## config.mk

```make
export PLATFORM = sky130hd
export DESIGN_NAME = rs_enc_param
export DESIGN_NICKNAME = d
export VERILOG_FILES = /design/src/rtl/rs_enc_param.sv
export SDC_FILE = /design/constraint.sdc
export NUM_CORES = 1
export LEC_CHECK = 0
export ABC_AREA = 1
export CAP_MARGIN = 20
export CORE_ASPECT_RATIO = 0.8
export CORE_MARGIN = 1
export CORE_UTILIZATION = 55
export CTS_CLUSTER_DIAMETER = 30
export DETAILED_ROUTE_END_ITERATION = 6
export PLACE_DENSITY = 0.74
export SYNTH_ARGS = -nofsm -noshare
export SYNTH_HDL_FRONTEND = slang
export SYNTH_SLANG_ARGS = --single-unit
```

## constraint.sdc

```tcl
create_clock -name clk -period 8.2 [get_ports clk]
set_input_delay 2.46 -clock clk [delete_from_list [all_inputs] [get_ports clk]]
set_output_delay 2.46 -clock clk [all_outputs]
set_load 0.1 [all_outputs]
```

## src/rtl/rs_enc_param.sv

```systemverilog
// Systematic Reed-Solomon encoder over GF(2^8), NPAR parity symbols, K message symbols.
// Define RS_ENC_SHORTEN_EN to let s_last end a message early.
module rs_enc_param #(
  parameter int NPAR = 16,
  parameter int K    = 239
) (
  input  logic       clk,
  input  logic       rst,
  input  logic       s_valid,
  output logic       s_ready,
  input  logic [7:0] s_data,
  input  logic       s_last,
  output logic       m_valid,
  input  logic       m_ready,
  output logic [7:0] m_data,
  output logic       m_parity,
  output logic       m_last
);

  function automatic logic [7:0] gf_mul(
    input logic [7:0] a,
    input logic [7:0] b
  );
    logic [7:0] p;
    logic [7:0] x;
    p = 8'h00;
    x = a;
    for (int i = 0; i < 8; i++) begin
      if (b[i]) p = p ^ x;
      x = {x[6:0], 1'b0} ^ (x[7] ? 8'h1D : 8'h00);
    end
    return p;
  endfunction

  function automatic logic [31:0][7:0] gen_poly(input int n);
    logic [32:0][7:0] g;
    logic [31:0][7:0] res;
    logic [7:0]       root;
    g    = '0;
    g[0] = 8'h01;
    root = 8'h01;
    for (int i = 0; i < n; i++) begin
      for (int j = i + 1; j >= 1; j--)
        g[j] = g[j-1] ^ gf_mul(g[j], root);
      g[0] = gf_mul(g[0], root);
      root = gf_mul(root, 8'h02);
    end
    res = g[31:0];
    return res;
  endfunction

  localparam logic [31:0][7:0] GC = gen_poly(NPAR);

  typedef enum logic {MSG, PAR} state_t;

  state_t     state_q;
  logic [7:0] r_q [NPAR];
  logic [7:0] cnt_q;
  logic [5:0] pcnt_q;
  logic       valid_q;
  logic [7:0] data_q;
  logic       par_q;
  logic       last_q;

  logic       slot_free;
  logic       accept;
  logic       msg_end;
  logic [7:0] fb;
  logic [7:0] prod [NPAR];

  assign slot_free = !valid_q || m_ready;
  assign s_ready   = rst && (state_q == MSG) && slot_free;
  assign accept    = s_valid && s_ready;
  assign fb        = s_data ^ r_q[NPAR-1];

`ifdef RS_ENC_SHORTEN_EN
  assign msg_end = (cnt_q == 8'(K-1)) || s_last;
`else
  // s_last is folded in as a no-op so the port stays connected.
  assign msg_end = (cnt_q == 8'(K-1)) | (s_last & 1'b0);
`endif

  // Constant-coefficient products: each reduces to a fixed XOR network.
  for (genvar i = 0; i < NPAR; i++) begin : g_tap
    assign prod[i] = gf_mul(fb, GC[i]);
  end

  always_ff @(posedge clk) begin
    if (!rst) begin
      state_q <= MSG;
      cnt_q   <= '0;
      pcnt_q  <= '0;
      valid_q <= 1'b0;
      data_q  <= 8'h00;
      par_q   <= 1'b0;
      last_q  <= 1'b0;
      for (int i = 0; i < NPAR; i++) r_q[i] <= 8'h00;
    end else begin
      unique case (state_q)
        MSG: begin
          if (accept) begin
            valid_q <= 1'b1;
            data_q  <= s_data;
            par_q   <= 1'b0;
            last_q  <= 1'b0;
            r_q[0]  <= prod[0];
            for (int i = 1; i < NPAR; i++)
              r_q[i] <= r_q[i-1] ^ prod[i];
            if (msg_end) begin
              cnt_q   <= '0;
              state_q <= PAR;
            end else begin
              cnt_q <= cnt_q + 8'd1;
            end
          end else if (m_ready) begin
            valid_q <= 1'b0;
          end
        end
        PAR: begin
          if (slot_free) begin
            valid_q <= 1'b1;
            data_q  <= r_q[NPAR-1];
            par_q   <= 1'b1;
            last_q  <= (pcnt_q == 6'(NPAR-1));
            r_q[0]  <= 8'h00;
            for (int i = 1; i < NPAR; i++)
              r_q[i] <= r_q[i-1];
            if (pcnt_q == 6'(NPAR-1)) begin
              pcnt_q  <= '0;
              state_q <= MSG;
            end else begin
              pcnt_q <= pcnt_q + 6'd1;
            end
          end
        end
        default: state_q <= MSG;
      endcase
    end
  end

  assign m_valid  = valid_q;
  assign m_data   = data_q;
  assign m_parity = par_q;
  assign m_last   = last_q;

endmodule

```

==> results.sh, run 1 <==
export IMPL_run_status="complete, no violations"
export IMPL_avgSynthCellArea_um2=8.07
export IMPL_dr_pass1_iters=6
export IMPL_grt_max_degree=47
export IMPL_root_buffer="clkbuf_16"
export IMPL_drt_iter0_drc=898
export IMPL_synthDominantCellAreaShare=0.418
export IMPL_whs_ns=0.470
export IMPL_io_buffers=23
export IMPL_ant_nets=0
export IMPL_r2r_slack_ns=4.84
export IMPL_power_density_mw_per_mm2=463
export IMPL_n_antenna_cell=0
export IMPL_wl_mm=24.4
export IMPL_fin_crit_sh=0.759
export IMPL_finalSetupViolCount=0
export IMPL_crit_path_start_kind="primary input"
export IMPL_slew_violations=0
export IMPL_final_setup_tns_ns=0
export IMPL_first_global_vias=7211
export IMPL_synth_edf_count=128
export IMPL_dieArea_mm2=0.0172
export IMPL_final_common_cell="nand2_1"
export IMPL_peakVddDrop_mv=0.217
export IMPL_placementRows=41
export IMPL_ys_flop_type="edfxtp_1"
export IMPL_finalNetCount=1172
export IMPL_cts_buffers=17
export IMPL_leakagePower_uw=0.00456
export IMPL_cts_tree="built"
export IMPL_seq_area_frac_synth=0.475
export IMPL_fmax_mhz=161
export IMPL_rsz0062_at_grt="false"
export IMPL_hpwl_mm=16.6
export IMPL_die_h_um=118
export IMPL_synthCells=1139
export IMPL_crit_arrival_ns=3.77
export IMPL_hold_class="flip-flop to flip-flop"
export IMPL_cp_data_required_time_ns=5.74
export IMPL_design_core_area_mm2=0.0161
export IMPL_htreeDepth=4
export IMPL_dieWidth_um=147
export IMPL_synth_cell_types=40
export IMPL_post_drt_wl_per_cell_um=17.6
export IMPL_drc_errors=0
export IMPL_async_flop_share=0
export IMPL_cap_viol_max_count=0
export IMPL_min_delay_start="m_parity"
export IMPL_clk_pin_slew_worst_paths_ns=0.07
export IMPL_worst_slew_pin_slew_ns=0.978
export IMPL_synth_area_leader_cell="edfxtp_1"
export IMPL_crit_path_end="s_ready"
export IMPL_fill_cells=1382
export IMPL_synth_fp_nets=1155
export IMPL_reg2reg_to="r_q[0][59]"
export IMPL_cp_startpoint="rst"
export IMPL_cts_setup_buffers=0
export IMPL_netlist_area_mm2=0.00919
export IMPL_hold_viol=0
export IMPL_yosysWarningCount=0
export IMPL_finalClockSkew_ns=0.0116
export IMPL_fin_crit_ns=6.23
export IMPL_initial_utilization=0.572
export IMPL_synth_seq_cells=154
export IMPL_crit_type="primary input to primary output"
export IMPL_ys_top_cells_by_area="edfxtp_1 42%, nand2_1 13%, xor2_1 6.0%, dfxtp_1 5.7%, nor2_1 5.1%"
export IMPL_vias=7832
export IMPL_insertion_delay_ns=0.44
export IMPL_ctsHoldBuffers=0
export IMPL_grt_pass1_wl_mm=38.6
export IMPL_slew_headroom=0.346
export IMPL_area_growth_syn_to_layout_pct=11.0
export IMPL_cts_sinks=154
export IMPL_antenna_found_initial=1
export IMPL_ios=25
export IMPL_rr_startpoint="state_q"
export IMPL_place_congestion=0.917
export IMPL_mostFrequentLayoutCells="307 x nand2_1, 128 x edfxtp_1, 124 x nor2_1"
export IMPL_grt_ovfl_total=0
export IMPL_drive_gt1_frac=0.0804
export IMPL_grt_use_total=0.297
export IMPL_via_per_inst=5.66
export IMPL_cts_repair_resized=0
export IMPL_crit_fanout=18
export IMPL_worst_r2r_path_depth=9
export IMPL_clock_path_buffers=2
export IMPL_end_kind="primary output"
## state kept, by name (all words and copies together) (netlist names)
| signal | flops |
|---|---|
| m_valid | 1 |
| pcnt_q | 6 |
| r_q | 128 |
| m_data | 8 |
| state_q | 1 |
| m_parity | 1 |
| m_last | 1 |
| cnt_q | 8 |
## per-stage QoR
stage | total power (µW) | instance area [µm²] | worst slack (ns) | utilization | cells
after floorplan | 3220 | 9190 | 1.12 | - | 1139
after global placement | 3770 | 9610 | 1.99 | 0.599 | 1352
after detailed placement | 3850 | 9610 | 1.97 | 0.599 | 1352
after CTS | 4650 | 10200 | 1.96 | 0.635 | 1384
after global routing | 5060 | 10200 | 1.87 | 0.635 | 1384
final | 4720 | 10200 | 1.97 | 0.635 | 1384
## critical path, cell delays in order
cell,delay (ns)
clkdlybuf4s50_1,0.49
inv_2,0.16
nor3_1,0.42
buf_12,0.23
## area by class of cell
type	instances	area, µm²	share of cell area
repair buffers	36	338	0.0331
multi-input cells	838	4230	0.415
clock inverters	15	158	0.0155
well taps	215	269	0.0264
clock buffers	17	425	0.0417
inverters	109	409	0.0401
flip-flops and latches	154	4360	0.428
## cell usage after synthesis (16+ instances only)
library cell / n
nand2_1: 309
o21ai_0: 67
nor2_1: 126
clkbuf_1: 23
xnor2_1: 20
xor2_1: 63
nor3_1: 29
dfxtp_1: 26
nand2_2: 16
inv_1: 100
edfxtp_1: 128
nand3_1: 59
a21oi_1: 85
## worst min path at each step
| stage | to | slack, ns | depth (start not counted) |
|---|---|---|---|
| 3_5_place_dp | m_parity | 0.46 | 2 |
| 2_1_floorplan | pcnt_q[1] | 0.45 | 2 |
| 3_3_place_gp | m_parity | 0.45 | 2 |
| 5_1_grt | m_parity | 0.49 | 2 |
| 4_1_cts | m_parity | 0.47 | 2 |
| 6_report | m_parity | 0.47 | 2 |
## routing by layer
layer / routed length [µm] / vias to the layer above / GRT usage
met5: 0 / - / 0
met4: 455 / 0 / 0.0970
met3: 2330 / 36 / 0.0837
met2: 10800 / 337 / 0.436
met1: 10800 / 3680 / 0.420
li1: - / 3779 / -
## power by group
group / switching [µW] / total (µW) / internal, µW
clock: 356 / 785 / 429
sequential: 98.8 / 1250 / 1150
combinational: 1850 / 2680 / 832
total: 2300 / 4720 / 2420
## cells by family after synthesis
kind of cell,share of synthesized area
simple gates,0.265
buf+inv,0.0659
fa+ha+maj,0.00409
flops,0.475
compound gates,0.0968
xor+xnor,0.0934
Power figures use the tool's default switching activity.
==> run 2, diff against run 1 <==
PLACE_DENSITY = 0.77   (was 0.74)
clock period = 5.61 ns   (was 8.2 ns; I/O delays follow)
==> run 2 against run 1 <==
  * Register-to-register slack got worse by 2.3 ns
  * Setup slack worse by 0.93 ns
  * First-iteration DRC count shrank 3.2%
  * Non-clock buffer count rose by 3
  * Combinational power is 48% higher
  * Critical endpoint unchanged
  * Worst hold slack better by 0.0073 ns
==> results.sh, run 2 (synthesis gave the netlist of run 1 again) <==
export IMPL_hold_path_end="pcnt_q[1]"
export IMPL_place_congestion=0.961
export IMPL_reg2reg_to="r_q[1][60]"
export IMPL_vias=7894
export IMPL_dieArea_mm2=0.0172
export IMPL_crit_path_start_kind="primary input"
export IMPL_dr_pass1_iters=5
export IMPL_min_delay_start="pcnt_q[1]"
export IMPL_dieWidth_um=147
export IMPL_regMostFlops="r_q"
export IMPL_root_buffer="clkbuf_16"
export IMPL_design_core_area_mm2=0.0161
export IMPL_final_common_cell="nand2_1"
export IMPL_mostFrequentLayoutCells="307 x nand2_1, 128 x edfxtp_1, 124 x nor2_1"
export IMPL_via_per_inst=5.69
export IMPL_finalWorstSetupSlack_ns=1.04
export IMPL_ctsHoldBuffers=0
export IMPL_drc_errors=0
export IMPL_grt_use_met1=0.426
export IMPL_finalSetupViolCount=0
export IMPL_clock_path_buffers=2
export IMPL_ios=25
export IMPL_antenna_found_initial=1
export IMPL_worst_r2r_path_depth=11
export IMPL_post_drt_wl_per_cell_um=17.7
export IMPL_cap_viol_max_count=0
export IMPL_cts_setup_buffers=0
export IMPL_hold_viol=0
export IMPL_post_dp_cell_area_mm2=0.00964
export IMPL_hpwl_mm=16.7
export IMPL_worst_slew_pin_slew_ns=0.971
export IMPL_preCtsSetupSlack_ns=0.899
export IMPL_stdcell_area_mm2=0.0102
export IMPL_grt_pass1_wl_mm=39.2
export IMPL_cts_sinks=154
export IMPL_end_kind="primary output"
export IMPL_finalNetCount=1175
export IMPL_cts_buffers=17
export IMPL_rr_startpoint="r_q[1][62]"
export IMPL_io_buffers=23
export IMPL_insertion_delay_ns=0.44
export IMPL_cts_tree="built"
export IMPL_leakagePower_uw=0.00456
export IMPL_use_met2=0.438
export IMPL_grt_max_degree=57
export IMPL_largest_reg_flops=128
export IMPL_cp_data_required_time_ns=3.93
export IMPL_hold_class="flip-flop to flip-flop"
export IMPL_crit_type="primary input to primary output"
export IMPL_power_density_mw_per_mm2=679
export IMPL_crit_fanout=18
export IMPL_wl_mm=24.6
export IMPL_finalClockSkew_ns=0.0127
export IMPL_final_setup_tns_ns=0
export IMPL_rsz0062_at_grt="false"
export IMPL_post_route_util=0.637
export IMPL_slew_headroom=0.351
export IMPL_ant_nets=0
export IMPL_fin_crit_ns=4.57
export IMPL_whs_ns=0.477
export IMPL_r2r_slack_ns=2.57
export IMPL_grt_use_total=0.301
export IMPL_peakVddDrop_mv=0.285
export IMPL_drt_iter0_drc=869
export IMPL_htreeDepth=4
export IMPL_area_growth_syn_to_layout_pct=11.2
export IMPL_initial_utilization=0.572
export IMPL_use_met3=0.0671
export IMPL_hold_path_depth=2
export IMPL_first_global_vias=7254
export IMPL_drive_gt1_frac=0.0819
export IMPL_cts_repair_resized=0
export IMPL_placementRows=41
export IMPL_die_h_um=118
export IMPL_fin_crit_sh=0.814
export IMPL_crit_arrival_ns=2.89
export IMPL_fmax_mhz=219
export IMPL_cp_startpoint="rst"
export IMPL_slew_violations=0
export IMPL_run_status="complete, no violations"
export IMPL_clk_pin_slew_worst_paths_ns=0.06
export IMPL_top_usage_layer="met2"
export IMPL_grt_ovfl_total=0
run 2: worst max path at each step:
stage / end / slack, ns
detailed placement: r_q[1][60] / 0.90
global route: s_ready / 0.98
floorplan: r_q[0][0] / 0.33
CTS: s_ready / 1.04
finish: s_ready / 1.04
global placement: r_q[1][22] / 1.01
run 2: worst max-delay path, cell delays in order:
cell	delay, ns
clkdlybuf4s50_1	0.50
inv_2	0.18
nor3_2	0.30
buf_12	0.21
run 2: layer usage:
layer	part of all wire	routed length (µm)
met5	0	0
met4	0.033	811
met3	0.097	2380
met2	0.44	10700
met1	0.43	10700
run 2: where the power goes:
| group | internal (µW) | total (µW) | switching (µW) |
|---|---|---|---|
| combinational | 1230 | 3960 | 2730 |
| sequential | 1690 | 1830 | 143 |
| clock | 658 | 1150 | 490 |
| total | 3570 | 6940 | 3360 |
run 2: cell type report:
type                       count  area (µm²)
fill                        1341        5840
sequential                   154        4360
multi-input combinational    838        4240
clock buffer                  19         433
inverter                     109         409
timing repair buffer          39         360
tap                          215         269
clock inverter                13         144
antenna                        1        2.50
run 2: stage by stage:
| stage | std cells | power (µW) |
|---|---|---|
| after floorplan | 1139 | 4710 |
| after global placement | 1355 | 5560 |
| after detailed placement | 1355 | 5670 |
| after CTS | 1387 | 6860 |
| after global routing | 1387 | 7430 |
| final | 1388 | 6940 |
==> run 3, diff against run 2 <==
PLACE_DENSITY = 0.74   (was 0.77)
clock period = 4.45 ns   (was 5.61 ns; I/O delays follow)
==> run 3 against run 2 <==
  * Via count rose by 0.24%
  * Register-to-register slack got worse by 1.0 ns
  * Clock-buffer cell count up 4
  * Sequential power grew 27%
  * Routed wire length is 1.8% higher
  * Highest routed layer unchanged
  * Non-clock buffer count is 14 higher
==> results.sh, run 3 (synthesis gave the netlist of run 1 again) <==
export IMPL_cts_repair_resized=0
export IMPL_grt_pass1_wl_mm=39.0
export IMPL_cts_tree="built"
export IMPL_wl_mm=25.0
export IMPL_stdcell_area_mm2=0.0103
export IMPL_area_growth_syn_to_layout_pct=12.3
export IMPL_preCtsSetupSlack_ns=0.328
export IMPL_place_congestion=0.989
export IMPL_largest_reg_flops=128
export IMPL_run_status="complete, no violations"
export IMPL_dieArea_mm2=0.0172
export IMPL_finalSetupViolCount=0
export IMPL_io_buffers=23
export IMPL_initial_utilization=0.572
export IMPL_rsz0062_at_grt="false"
export IMPL_grt_ovfl_total=0
export IMPL_r2r_slack_ns=1.56
export IMPL_rr_startpoint="r_q[1][62]"
export IMPL_grt_use_total=0.300
export IMPL_finalNetCount=1189
export IMPL_cap_viol_max_count=0
export IMPL_fin_crit_ns=3.86
export IMPL_total_power_uw=8800
export IMPL_final_setup_tns_ns=0
export IMPL_fin_crit_sh=0.866
export IMPL_dieWidth_um=147
export IMPL_cts_setup_buffers=0
export IMPL_end_kind="flip-flop"
export IMPL_antenna_found_initial=0
export IMPL_grt_max_degree=47
export IMPL_design_core_area_mm2=0.0161
export IMPL_post_route_util=0.643
export IMPL_first_global_vias=7301
export IMPL_placementRows=41
export IMPL_clk_pin_slew_worst_paths_ns=0.06
export IMPL_slew_headroom=0.328
export IMPL_hpwl_mm=17.3
export IMPL_crit_type="primary input to flip-flop"
export IMPL_slew_violations=0
export IMPL_finalClockSkew_ns=0.00699
export IMPL_cts_buffers=17
export IMPL_n_antenna_cell=0
export IMPL_vias=7913
export IMPL_finalWorstSetupSlack_ns=0.595
export IMPL_cp_data_required_time_ns=4.64
export IMPL_drive_gt1_frac=0.0919
export IMPL_ios=25
export IMPL_clock_path_buffers=2
export IMPL_crit_fanout=14
export IMPL_cts_sinks=154
export IMPL_fmax_mhz=259
export IMPL_crit_path_start_kind="primary input"
export IMPL_insertion_delay_ns=0.44
export IMPL_drt_iter0_drc=903
export IMPL_root_buffer="clkbuf_16"
export IMPL_worst_slew_pin_slew_ns=1.00
export IMPL_via_per_inst=5.65
export IMPL_hold_class="flip-flop to flip-flop"
export IMPL_crit_arrival_ns=4.05
export IMPL_regMostFlops="r_q"
export IMPL_die_h_um=118
export IMPL_power_density_mw_per_mm2=853
export IMPL_dr_pass1_iters=7
export IMPL_ctsHoldBuffers=0
export IMPL_ant_nets=0
export IMPL_min_delay_start="m_parity"
export IMPL_post_dp_cell_area_mm2=0.00976
export IMPL_mostFrequentLayoutCells="307 x nand2_1, 128 x edfxtp_1, 124 x nor2_1"
export IMPL_hold_viol=0
export IMPL_drc_errors=0
export IMPL_cp_startpoint="s_data[6]"
export IMPL_post_drt_wl_per_cell_um=17.8
export IMPL_final_common_cell="nand2_1"
export IMPL_peakVddDrop_mv=0.445
export IMPL_htreeDepth=4
export IMPL_leakagePower_uw=0.00465
## run 3: layout make-up
cell class	instances	area, µm²
fillers	1373	5740
clock inverters	9	60.1
repair buffers	53	478
multi-input cells	838	4240
inverters	109	409
clock buffers	23	500
flip-flops and latches	154	4360
well taps	215	269
## run 3: worst paths after layout
path                end  depth (start not counted)
max          r_q[1][37]                         17
min            m_parity                          2
max reg2reg  r_q[1][37]                         16
min reg2reg    m_parity                          2
## run 3: layer usage
layer  track usage  up-vias  wire length [µm]
met3        0.0833       30              2520
met1         0.423     3733             10900
li1              -     3790                 -
met4        0.0762        0               335
met2         0.453      360             11200
met5             0        -                 0
## run 3: report_power, final
group | internal (µW) | total [µW] | switching, µW | leakage [µW]
Combinational | 1640 | 5090 | 3450 | 0.00280
Sequential | 2130 | 2320 | 190 | 0.00156
Clock | 795 | 1390 | 595 | 0.000282
## run 3: through the flow
step                std cells  hold slack, ns
floorplan                1139           0.449
global placement         1369           0.453
detailed placement       1369           0.462
CTS                      1401           0.468
global route             1401           0.506
finish                   1401           0.465
## run 3: critical path: stages
cell and delay [ns]:
clkdlybuf4s50_1 0.49, inv_1 0.11, nand2_1 0.06, nand2_1 0.45, nand2_1 0.16, nand2_2 0.22
nand2_1 0.13, nand2_1 0.18, nand2_1 0.15, nand2_1 0.25, nand2_1 0.08, nand2_1 0.09
inv_1 0.04, nand2_1 0.07, nand4_1 0.09, nand2_1 0.08, nor2_1 0.04
==> RTL edit 1, RTL diff (settings of run 3) <==
Change the parameter `NPAR` from 16 to 32.
--- a/src/rtl/rs_enc_param.sv
+++ b/src/rtl/rs_enc_param.sv
@@ -1,7 +1,7 @@
 // Systematic Reed-Solomon encoder over GF(2^8), NPAR parity symbols, K message symbols.
 // Define RS_ENC_SHORTEN_EN to let s_last end a message early.
 module rs_enc_param #(
-  parameter int NPAR = 16,
+  parameter int NPAR = 32,
   parameter int K    = 239
 ) (
   input  logic       clk,
Check against the original RTL: same outputs for any inputs over 4 cycles, from zero or initial values and one cycle with rst low; that may be too few to reach the edited logic, so the function may still have changed.
==> RTL edit 1 against run 3 <==
Sequential share of layout area increased by 0.34 points. Via count rose by 73%. Sequential cell count is 128 higher. Total power rose by 100%. First-iteration DRC count up 89%. Final area grew 87%. Routed wire length rose by 98%. Area after synthesis increased by 78%. Worst setup slack better by 0.0099 ns.
==> RTL edit 1: results (changes against run 3) <==
Run status
  • Status: completed

Synth
  • Synth cell count leaders: nand2_1, edfxtp_1, nor2_1, a21oi_1, inv_1
  • Number of synthesized flops with an enable pin: 256 (+100%)
  • Netlist cell types: 50 (+25%)
  • Ranking of synthesized cells by area: edfxtp_1, nand2_1, xor2_1
  • Synth warn: 0 (unchanged)

Min path
  • Worst Hold Path EP: cnt_q[7]
  • Worst hold start: cnt_q[7]
  • Worst hold path depth: 2 (unchanged)

GRT
  • Largest net degree at the start of global routing: 69 (+47%)
  • Vias in the first global route: 12,800 (+75%)
  • Total GRT Usage: 0.328 (+0.0288)
  • First-pass GRT wire length: 74,700 um (+91%)

Final layout
  • Ratio of cells with drive above 1 in the final layout: 0.150 (+0.0577)
  • Max reg flops: 256 (+100%)
  • NumNets Final: 1,936 (+63%)
  • Most flop-heavy register: r_q
  • Fill cells: 2,288 (+67%)

Setup path
  • CP max stage cell: xor2_1
  • Worst reg2reg setup slack: 1.42 ns (-0.14 ns)
  • CP peak stage delay: 0.52 ns (+0.03 ns)
  • Reg-to-reg endpoint: r_q[26][3]
  • Reg2Reg Depth: 11 (-5)
  • Crit path DAT: 4.27 ns (+0.22 ns)
  • Crit-path max FO: 8 (-6)
  • Critical R2R Launch: r_q[31][5]

Drt
  • Vias per cell: 5.85 (+3.6%)
  • WL per Instance: 21.2 um (+19%)
  • Detailed Route Iter0 Violations: 1,703 (+89%)
  • First drt pass iteration count: 6 (-1)

CTS
  • Later-pin clock latency in the skew report: 0.58 ns (+0.14 ns)
  • Worst-path clk slew: 0.05 ns
  • Maximum root-to-sink buffer count: 3 (+1)
  • H-Tree Depth: 2 (-2)
  • CTS buffer count: 53 (+36)

STA
  • Final Skew: 0.0174 ns (+0.0105 ns)
  • Worst slew pin tran: 0.971 ns (-0.0338 ns)

Power
  • Leak pwr: 8.38 nW (+80%)

Placement
  • Hpwl dp: 33,800 um (+95%)
  • Gp weighted congestion: 1.00 (+1.5%)
  • Placed cell area: 17,300 sq um (+78%)
  • Pre-CTS WS: 0.133 ns (-0.195 ns)
## RTL edit 1: cell types whose count changed in the layout (fill, tap and decap cells not counted), moves of 14 or more
| cell | run 3 | this run |
|---|---|---|
| edfxtp_1 | 128 | 256 |
| nand2_1 | 307 | 403 |
| a21oi_1 | 85 | 160 |
| nor2_1 | 124 | 180 |
| o21ai_0 | 67 | 121 |
| inv_1 | 99 | 145 |
| xor2_1 | 63 | 109 |
| clkbuf_16 | 19 | 53 |
| buf_4 | 29 | 60 |
| nand2_2 | 18 | 43 |
| nor3_1 | 28 | 49 |
| nand3_1 | 59 | 79 |
| inv_2 | 10 | 24 |
## RTL edit 1: through the flow
stage	std cells	utilization	hold slack [ns]
floorplan	1849	-	0.443
global placement	2242	0.592	0.456
detailed placement	2242	0.592	0.464
CTS	2342	0.657	0.475
global route	2342	0.657	0.505
finish	2342	0.657	0.472
## RTL edit 1: layout make-up
cell class / count / area share
Clock buffer: 56 / 0.0705
Clock inverter: 44 / 0.0287
Sequential cell: 282 / 0.426
Tap cell: 377 / 0.0245
Inverter: 172 / 0.0339
Multi-Input combinational cell: 1318 / 0.370
Timing Repair Buffer: 93 / 0.0460
## RTL edit 1: worst max-delay path by stage
stage	startpoint	end	slack (ns)	cells after the start
5_1_grt	s_data[5]	r_q[26][3]	0.44	12
4_1_cts	s_data[5]	r_q[26][3]	0.67	12
2_1_floorplan	rst	r_q[10][0]	0.36	6
3_5_place_dp	s_data[5]	r_q[26][3]	0.13	12
3_3_place_gp	s_data[5]	r_q[31][5]	0.19	11
6_report	s_data[5]	r_q[26][3]	0.60	12
## RTL edit 1: metal layers
| metal | vias up | share of wire | track usage |
|---|---|---|---|
| met5 | - | 0 | 0 |
| met4 | 0 | 0.033 | 0.131 |
| met3 | 120 | 0.12 | 0.0681 |
| met2 | 782 | 0.45 | 0.503 |
| met1 | 6501 | 0.41 | 0.458 |
| li1 | 6303 | - | - |
## RTL edit 1: kinds of logic (layout without fill, tap and decap cells)
kind of cell | after synthesis | count (layout) | synth area share
AO/OA/AOI/OAI | 317 | 317 | 0.101
buffers and inverters | 249 | 365 | 0.0665
flip-flops | 282 | 282 | 0.501
XOR/XNOR | 164 | 164 | 0.101
adder cells (fa/ha/maj) | 3 | 3 | 0.00229
AND/OR/NAND/NOR | 834 | 834 | 0.228
## RTL edit 1: tightest hold or removal path: cells and delay by family, from the launching register on
| kind | cells | cell delay (ns) |
|---|---|---|
| flip-flops | 1 | 0.31 |
| buffers and inverters | 1 | 0.06 |
| AO/OA/AOI/OAI | 1 | 0.06 |
## RTL edit 1: report_power, final
| part | total [W] | switching (W) | internal (W) |
|---|---|---|---|
| clock | 0.00429 | 0.00148 | 0.00282 |
| combinational | 0.00911 | 0.00619 | 0.00292 |
| sequential | 0.00437 | 0.000370 | 0.00400 |
==> RTL edit 2, RTL diff (config.mk and constraints of run 3) <==
Made on the original files. Make the reset (`rst`) asynchronous in one clocked block.
--- a/src/rtl/rs_enc_param.sv
+++ b/src/rtl/rs_enc_param.sv
@@ -85,7 +85,7 @@
     assign prod[i] = gf_mul(fb, GC[i]);
   end
 
-  always_ff @(posedge clk) begin
+  always_ff @(posedge clk or negedge rst) begin
     if (!rst) begin
       state_q <= MSG;
       cnt_q   <= '0;
Behaviour: differs if rst is asserted again (counterexample within 4 cycles, from zero or initial values and one cycle with rst low); with rst held inactive, the same outputs for 10 cycles.
==> RTL edit 2 against run 3 <==
Routed wire length shrank 0.98%. Final cell count grew 3.4%. Area after synthesis grew 0.33%. Register-to-register slack gained 0.04 ns. Global-route usage grew 0.32 points. Clock skew grew 0.0077 ns. Worst setup slack gained 0.066 ns. Final area shrank 0.11%. Sequential cell count is the same. Largest cell class is now multi-input gates.
Power is not shown: default switching activity piles up to over one toggle a cycle in this logic, so the estimate is an artifact.
==> RTL edit 2: results (changes against run 3) <==
Final layout
  • Ratio of cells with drive above 1 in the final layout: 0.0859 (-0.00601)
  • Most flop-heavy register: r_q
  • Fill cells: 1,351 (-1.6%)
  • Max reg flops: 128 (unchanged)
  • N_diodes: 0 (unchanged)

Synth
  • Async set or reset register ratio after synthesis: 1.00 (+1.00)
  • Synth warn: 0 (unchanged)
  • Post-synthesis sequential area ratio: 0.418 (-0.0569)
  • Netlist cell types: 41 (+2.5%)
  • Ranking of synthesized cells by area: dfrtp_1, nand2_1, xor2_1
  • Main synth FF type: dfrtp_1
  • Mapped Nets: 1,223 (+5.9%)
  • Synth cell count leaders: nand2_1, dfrtp_1, o21ai_0, xor2_1, nand3_1

CTS
  • Root Buffer: clkbuf_16
  • Maximum root-to-sink buffer count: 2 (unchanged)
  • H-Tree Depth: 4 (unchanged)
  • Setup bufs post-CTS: 0 (unchanged)
  • Resized cells post-CTS: 0 (unchanged)
  • Worst-path clk slew: 0.06 ns (about the same)
  • CTS buffer count: 17 (unchanged)
  • Later-pin clock latency in the skew report: 0.44 ns (about the same)

STA
  • Max_slew headroom: 0.354 (+0.0256)
  • Final Skew: 0.0147 ns (+0.00771 ns)
  • Final Hold Viols: 0 (unchanged)

Placement
  • Gp weighted congestion: 0.928 (-6.2%)
  • Hpwl dp: 17,000 um (-1.9%)
  • Number of I/O port buffers: 23 (unchanged)

GRT
  • Vias in the first global route: 7,450 (+2.0%)
  • First-pass GRT wire length: 39,900 um (+2.3%)
  • Initial antenna violation count: 1 (+1)
  • Largest net degree at the start of global routing: 88 (+87%)
  • Total GRT Usage: 0.303 (+0.00321)

Drt
  • Detailed Route Iter0 Violations: 705 (-22%)
  • First drt pass iteration count: 5 (-2)
  • Vias: 8,055 (+1.8%)
  • WL per Instance: 17.1 um (-4.3%)

Setup path
  • Crit-path max FO: 11 (-3)
  • Top delay family on crit path: simple AND/OR/NAND/NOR gates
  • CP max stage cell: clkdlybuf4s50_1
  • CP peak stage delay: 0.52 ns (+0.03 ns)
  • Crit path DAT: 4.08 ns (+0.03 ns)

Min path
  • Hold crit path type: reg2reg

Run status
  • Status: completed
==> RTL edit 2: cell types whose count changed after synthesis, moves of 57 or more <==
cell / change
nor2_1: -76
a21oi_1: -68
edfxtp_1: -128
nand2_1: +82
dfrtp_1: +154
o21ai_0: +57
==> RTL edit 2: worst paths after layout <==
path	startpoint	endpoint	slack, ns	cells after the start
max	s_data[4]	r_q[93]	0.66	13
min	r_q[12]	r_q[4]	0.46	1
max reg2reg	r_q[4]	r_q[93]	1.60	12
min reg2reg	r_q[12]	r_q[4]	0.46	1
max in group asynchronous	rst	r_q[41]	2.65	2
min in group asynchronous	rst	m_data[4]	0.70	1
==> RTL edit 2: metal layers <==
layer / part of all wire / track usage
met5: 0 / 0
met4: 0.022 / 0.0944
met3: 0.080 / 0.0760
met2: 0.43 / 0.439
met1: 0.47 / 0.442
==> RTL edit 2: kinds of logic (layout without fill, tap and decap cells) <==
family | after synthesis | count (layout) | share of synthesized area
xor gates and xnor gates | 136 | 136 | 0.138
and+or+nand+nor | 597 | 597 | 0.276
buffers and inverters | 135 | 162 | 0.0584
AOI/OAI and AO/OA | 182 | 182 | 0.106
adders and majority gates | 3 | 3 | 0.00407
DFF | 154 | 154 | 0.418
==> RTL edit 2: stage by stage <==
step                hold slack, ns  setup WS (ns)  cells   util  instance area [sq um]
finish                       0.458          0.661   1449  0.642                  10300
global route                 0.466          0.414   1449  0.642                  10300
CTS                          0.453          0.754   1448  0.640                  10300
global placement             0.431          0.377   1418  0.604                   9700
floorplan                    0.424          0.323   1207      -                   9220
detailed placement           0.447          0.354   1418  0.604                   9700
==> RTL edit 2: final cells by class <==
cell class / count / area [sq um] / share of cell area
inverter: 89 / 337 / 0.0326
multi-input combinational: 918 / 4830 / 0.469
timing repair buffer: 43 / 437 / 0.0424
clock inverter: 12 / 149 / 0.0144
clock buffer: 18 / 429 / 0.0416
tap: 215 / 269 / 0.0261
sequential: 154 / 3850 / 0.374
